### config.mk
export PLATFORM = sky130hd
export DESIGN_NAME = rom_logo_arbiter
export DESIGN_NICKNAME = d
export VERILOG_FILES = /design/src/rtl/rom_logo_pkg.sv /design/src/rtl/rom_logo_checksum.sv /design/src/rtl/rom_logo_arbiter.sv
export SDC_FILE = /design/constraint.sdc
export NUM_CORES = 1
export LEC_CHECK = 0
export BUFFER_PORTS_ARGS = -buffer_cell sky130_fd_sc_hd__buf_2
export CAP_MARGIN = 20
export CORE_UTILIZATION = 43
export CTS_CLUSTER_SIZE = 20
export DETAILED_ROUTE_END_ITERATION = 8
export GPL_ROUTABILITY_DRIVEN = 0
export HOLD_SLACK_MARGIN = 0.1
export PLACE_DENSITY = 0.8
export SETUP_SLACK_MARGIN = 0.1
export SLEW_MARGIN = 20
export SYNTH_ARGS = -nofsm -noshare
export SYNTH_HDL_FRONTEND = slang
export SYNTH_SLANG_ARGS = --single-unit
### constraint.sdc
create_clock -name clk -period 1.5 [get_ports clk]
set_input_delay 0.15 -clock clk [delete_from_list [all_inputs] [get_ports clk]]
set_output_delay 0.15 -clock clk [all_outputs]
set_load 0.05 [all_outputs]
### src/rtl/rom_logo_pkg.sv
// Shared constants and enums for the logo ROM arbiter and its checksum scanner.
package rom_logo_pkg;
  localparam int ADDR_W = 12;
  localparam int DATA_W = 8;
  localparam int PIX_W  = 6;
  localparam int SUM_W  = 16;

  typedef enum logic [1:0] {
    SRC_NONE,
    SRC_DISP,
    SRC_AUX,
    SRC_SCAN
  } src_t;

  typedef enum logic [1:0] {
    SCAN_IDLE,
    SCAN_RUN,
    SCAN_DONE
  } scan_state_t;
endpackage

### src/rtl/rom_logo_checksum.sv
// Background checksum scanner: walks every ROM address once and sums the bytes.
// It raises req while it has addresses left; grant marks an issued read, data_vld its result.
module rom_logo_checksum
  import rom_logo_pkg::*;
#(
  parameter int ADDR_W = rom_logo_pkg::ADDR_W,
  parameter int DATA_W = rom_logo_pkg::DATA_W,
  parameter int SUM_W  = rom_logo_pkg::SUM_W
) (
  input  logic              clk,
  input  logic              rst,
  input  logic              start,
  output logic              req,
  output logic [ADDR_W-1:0] addr,
  input  logic              grant,
  input  logic              data_vld,
  input  logic [DATA_W-1:0] data,
  output logic              busy,
  output logic              done,
  output logic [SUM_W-1:0]  sum
);
  scan_state_t       state_d, state_q;
  logic [ADDR_W-1:0] ptr_d, ptr_q;
  logic              issued_d, issued_q;
  logic [SUM_W-1:0]  sum_d, sum_q;

  always_comb begin
    state_d  = state_q;
    ptr_d    = ptr_q;
    issued_d = issued_q;
    sum_d    = sum_q;
    // No read is issued in a start cycle, so nothing stale lands in the cleared sum.
    req      = (state_q == SCAN_RUN) && !issued_q && !start;
    if (start) begin
      state_d  = SCAN_RUN;
      ptr_d    = '0;
      issued_d = 1'b0;
      sum_d    = '0;
    end else if (state_q == SCAN_RUN) begin
      if (grant) begin
        ptr_d = ptr_q + 1'b1;
        if (ptr_q == '1) issued_d = 1'b1;
      end
      if (data_vld) begin
        sum_d = sum_q + SUM_W'(data);
        if (issued_q) state_d = SCAN_DONE;
      end
    end
  end

  always_ff @(posedge clk or posedge rst) begin
    if (rst) begin
      state_q  <= SCAN_IDLE;
      ptr_q    <= '0;
      issued_q <= 1'b0;
      sum_q    <= '0;
    end else begin
      state_q  <= state_d;
      ptr_q    <= ptr_d;
      issued_q <= issued_d;
      sum_q    <= sum_d;
    end
  end

  assign addr = ptr_q;
  assign busy = (state_q == SCAN_RUN);
  assign done = (state_q == SCAN_DONE);
  assign sum  = sum_q;
endmodule

### src/rtl/rom_logo_arbiter.sv
// Fixed-priority sharing of the logo ROM read port: display > pending aux > checksum scan.
// Define ROM_SCAN_CHECKSUM_EN to build the background checksum scanner.
module rom_logo_arbiter
  import rom_logo_pkg::*;
#(
  parameter int ADDR_W = rom_logo_pkg::ADDR_W,
  parameter int DATA_W = rom_logo_pkg::DATA_W,
  parameter int PIX_W  = rom_logo_pkg::PIX_W,
  parameter int SUM_W  = rom_logo_pkg::SUM_W
) (
  input  logic              clk,
  input  logic              rst,
  input  logic              disp_req,
  input  logic [5:0]        disp_x,
  input  logic [5:0]        disp_y,
  output logic              disp_valid,
  output logic [PIX_W-1:0]  disp_q,
  input  logic              aux_req,
  input  logic [ADDR_W-1:0] aux_addr,
  output logic              aux_ready,
  output logic              aux_valid,
  output logic [DATA_W-1:0] aux_q,
  input  logic              scan_start,
  output logic              scan_busy,
  output logic              scan_done,
  output logic [SUM_W-1:0]  scan_sum,
  output logic [ADDR_W-1:0] rom_addr,
  input  logic [DATA_W-1:0] rom_q
);
  src_t              src_d, src_q;
  logic              pend_valid_d, pend_valid_q;
  logic [ADDR_W-1:0] pend_addr_d, pend_addr_q;
  logic [PIX_W-1:0]  disp_q_d, disp_q_q;
  logic [DATA_W-1:0] aux_q_d, aux_q_q;
  logic              scan_req;
  logic [ADDR_W-1:0] scan_addr;

`ifdef ROM_SCAN_CHECKSUM_EN
  logic [DATA_W-1:0] scan_data_d, scan_data_q;

  assign scan_data_d = rom_q;

  always_ff @(posedge clk or posedge rst) begin
    if (rst) scan_data_q <= '0;
    else     scan_data_q <= scan_data_d;
  end

  rom_logo_checksum #(
    .ADDR_W(ADDR_W),
    .DATA_W(DATA_W),
    .SUM_W (SUM_W)
  ) u_checksum (
    .clk     (clk),
    .rst     (rst),
    .start   (scan_start),
    .req     (scan_req),
    .addr    (scan_addr),
    .grant   (src_d == SRC_SCAN),
    .data_vld(src_q == SRC_SCAN),
    .data    (scan_data_q),
    .busy    (scan_busy),
    .done    (scan_done),
    .sum     (scan_sum)
  );
`else
  logic unused_scan_start;
  assign unused_scan_start = scan_start;
  assign scan_req  = 1'b0;
  assign scan_addr = '0;
  assign scan_busy = 1'b0;
  assign scan_done = 1'b0;
  assign scan_sum  = '0;
`endif

  always_comb begin
    src_d    = SRC_NONE;
    rom_addr = '0;
    if (disp_req) begin
      src_d    = SRC_DISP;
      rom_addr = ADDR_W'({disp_y, disp_x});
    end else if (pend_valid_q) begin
      src_d    = SRC_AUX;
      rom_addr = pend_addr_q;
    end else if (scan_req) begin
      src_d    = SRC_SCAN;
      rom_addr = scan_addr;
    end

    // Serving the pending entry frees the slot for a same-cycle handshake.
    aux_ready    = !pend_valid_q || (src_d == SRC_AUX);
    pend_valid_d = pend_valid_q && (src_d != SRC_AUX);
    pend_addr_d  = pend_addr_q;
    if (aux_req && aux_ready) begin
      pend_valid_d = 1'b1;
      pend_addr_d  = aux_addr;
    end

    disp_q_d = (src_d == SRC_DISP) ? rom_q[PIX_W-1:0] : disp_q_q;
    aux_q_d  = (src_d == SRC_AUX)  ? rom_q            : aux_q_q;
  end

  always_ff @(posedge clk or posedge rst) begin
    if (rst) begin
      src_q        <= SRC_NONE;
      pend_valid_q <= 1'b0;
      pend_addr_q  <= '0;
      disp_q_q     <= '0;
      aux_q_q      <= '0;
    end else begin
      src_q        <= src_d;
      pend_valid_q <= pend_valid_d;
      pend_addr_q  <= pend_addr_d;
      disp_q_q     <= disp_q_d;
      aux_q_q      <= aux_q_d;
    end
  end

  assign disp_valid = (src_q == SRC_DISP);
  assign aux_valid  = (src_q == SRC_AUX);
  assign disp_q     = disp_q_q;
  assign aux_q      = aux_q_q;
endmodule

; After elaboration in Yosys (flattened, before gate mapping)
; Cells that the tools add are included.
[word_totals]
ff_bits = 29
latchBits = 0
ramBits = 0
romBits = 0
inputBits = 37
out_inout_bits = 47
wordCells = 19
memories = 0
[classes]
add_sub_neg = 0
n_mul = 0
div_mod_pow = 0
magnitude_cmp = 0
eq_ne = 5
shifts = 0
muxes = 5
n_bitwise = 0
reduce_logical = 4
[ops]
columns = operator, count
row1 = two-way mux 12 bit, 2
row2 = == test 2 x 1 -> 1 bit (second input constant), 2
row3 = == test 2 bit (second input constant), 2
row4 = two-way mux 2 bit, 2
row5 = logical AND 1 bit, 2
row6 = != test 2 bit (second input constant), 1
row7 = logical NOT 1 bit, 1
row8 = logical OR 1 bit, 1
row9 = two-way mux 1 bit, 1

; Depth between registers and ports, before layout
[logic_depth]
word_depth = 6
mapped_depth = 4
ltp_nobuf = 2

; Worst setup path after synthesis
; OpenSTA, ideal clock, no wires.
[synth_path]
path_type = reg2out
from = register pend_valid_q
to = output rom_addr[10]
arrival_ns = 1.525
t_required_ns = 1.350
setup_slack_ns = -0.175
path_stages_with_launch = 3
path_buffers = 0
path_cell_list = dfrtp_1 > nand2_1 > o21ai_0
[synth_between]
elab_chain_cells = 2
[synth_lines]
columns = element, line
row1 = from (decl), rom_logo_arbiter.sv:31  ; logic pend_valid_d, pend_valid_q;
row2 = from (signal assigned), rom_logo_arbiter.sv:111  ; pend_valid_q <= pend_valid_d;
row3 = two-way mux 12 bit, rom_logo_arbiter.sv:81  ; end else if (pend_valid_q) begin
row4 = two-way mux 12 bit, rom_logo_arbiter.sv:78  ; if (disp_req) begin
row5 = to (decl), rom_logo_arbiter.sv:27  ; output logic [ADDR_W-1:0] rom_addr,
; Every way passes these cells.

; Final worst setup path
[layout_path]
from = register pend_valid_q
to = output rom_addr[5]
; The elaborated chain is that of the path after synthesis.

==> out/metrics.csv <==
metric;value;unit
final.min_clock_period;1487;ps
r2r_setup_slack;170;ps
crit_path_max_fanout;5;
totalWireLength;3.458;mm
antenna_cells;0;
dieArea;3479;um^2
drt_iter0_markers;9;
startpoint_type;register;
hold_class;input pin to register;
cts_tree;done;
synthCells;102;
routedWlPerCell;14.29;um
grt_remaining_overflow;0;
numCtsBuffers;5;
core;3078;um^2
finalCritPeriodShare;99.14;%
grt_use_total;22.44;%
grt_pass1_wl;5.575;mm
cp_slowest_cell;dfrtp_1;
hold_viol;0;
outcome;completed;
cp_cell_sequence;nor2b_4, buf_6, a22o_1, buf_6;
start_util;45.37;%
required;1350;ps
antenna_found_initial;0;
cp_data_arrival_time;1340;ps
final_cell_mix;51 x buf_2, 29 x dfrtp_1, 22 x dlygate4sd3_1;
ys_warn_count;0;
netlist_area;1396;um^2
power.density;1149;nW/um^2
ys_ff_latch;29;
fp-row-count;20;
hpwl;2.157;mm
skew;9.487;ps
syn_avg_cell_area;13.69;um^2
grt_max_degree;30;
reg2regPathDepth;4;
layout-drive-gt1-share;49.49;%
clkTransAtPathRegs;80;ps
grt_pass1_vias;1236;
clk_path_buf_depth;2;
drt-pass1-iter-count;4;
synthDistinctLibCells;17;
slew_viol_final;0;
clock_sinks;29;
cpPeakStageDelay;380;ps
maxCapViolCount;0;
ant_nets;0;
htree_num_levels;2;
layout_commonest_cell;buf_2;
vias_per_cell;4.463;
boundaryPins;84;
setup-violations-final;0;
root_buffer;clkbuf_4;
worst-setup-path-type;register to primary output;
nets;235;
worst_path_most_repeated_cell;buf_6;
fmax;0.6724;GHz
drc;0;
report.power.total;2442;uW
areaGrowthSynthToFinish;52.15;%
vias;1080;
total_leakage_power;0.001081;uW
cp-end-kind;primary output;
die-width;58.99;um
seq_area_frac_synth;51.97;%
irDropWorstVdd;0.0006941;V
rsz0062_at_grt;true;
hold_path_depth;3;
clkLatencyLatePin;330;ps
dieHeight;58.99;um
io_buffers;64;
dp_slack;163.9;ps
timing.final.ws_setup;12.86;ps
sequential cells by signal (all words and copies together) (netlist names):
name,count
pend_addr_q,12
aux_q,8
disp_q,6
src_q,2
pend_valid_q,1
final timing paths:
path | from | end
min in group asynchronous | rst | aux_q[5]
hold reg to reg | aux_q[6] | aux_q[6]
hold / removal | disp_req | pend_valid_q
setup / recovery | pend_valid_q | rom_addr[5]
setup reg to reg | pend_valid_q | pend_addr_q[8]
max in group asynchronous | rst | aux_q[6]
final cells by class:
cell class | count | area (um^2)
fillers | 235 | 953.4
flip-flops and latches | 29 | 725.7
repair buffers | 95 | 709.4
multi-input cells | 66 | 558.0
well taps | 44 | 55.05
clock buffers | 5 | 37.54
clock inverters | 2 | 35.03
inverters | 1 | 3.754
through the flow:
stage,area (um^2),cells,hold WS [ps],utilization [%],setup TNS (ps)
after floorplan,1460,119,181.4,-,0
after global placement,1715,210,226.7,55.73,0
after detailed placement,1715,210,239.6,55.73,0
after CTS,2110,242,200.3,68.54,0
after global routing,2125,242,233.6,69.02,-304.1
final,2125,242,215.3,69.02,0
synthesized netlist by cell type:
cell type	instances	area share [%]
a21boi_2	1	0.81
buf_4	18	9.7
nand2_1	5	1.3
dfrtp_1	29	52
a22o_1	10	6.3
nand2b_1	1	0.45
inv_1	1	0.27
clkbuf_1	1	0.27
mux2_1	10	8.1
mux2_2	6	4.8
nor2b_2	1	0.63
conb_1	1	0.27
buf_2	1	0.36
buf_6	3	2.4
o21ai_0	2	0.72
mux2_4	10	11
nor2b_1	2	0.90
cell families (layout without fill, tap and decap cells):
family / after synthesis / after routing / synth area share [%]
buffers and inverters: 24 / 103 / 12.99
flip-flops: 29 / 29 / 51.97
other: 1 / 18 / 0.2686
multiplexers: 26 / 26 / 23.66
AO/OA/AOI/OAI: 13 / 13 / 7.795
AND/OR/NAND/NOR: 9 / 9 / 3.316
critical path, delay by kind of cell (launching register included):
kind	cells	cell delay [ps]
AND/OR/NAND/NOR	1	140
buffers and inverters	2	300
AO/OA/AOI/OAI	1	200
flip-flops	1	380
layer usage:
| layer | up-vias | wire length (um) | track usage (%) |
|---|---|---|---|
| met5 | - | 0 | 0 |
| met4 | 0 | 36 | 6.803 |
| met3 | 4 | 205 | 7.205 |
| met2 | 48 | 1962 | 43.83 |
| met1 | 521 | 1254 | 22.17 |
| li1 | 507 | - | - |
power breakdown:
part	internal, uW	total (uW)	switching, uW
combinational	324	902	578
clock	339	600	261
sequential	882	940	57.7
total	1550	2440	897
timing repair:
item | in CTS | in global routing
pin swaps | 0 | 1
endpoints found under the hold margin | 56 | 0
resized for setup | 25 | 7
cloned | 1 | 0
setup buffers | 2 | 0
endpoints found under the setup margin | 10 | 13
hold buffers | 22 | 0
Note: power is estimated with default switching activity, not from simulation.
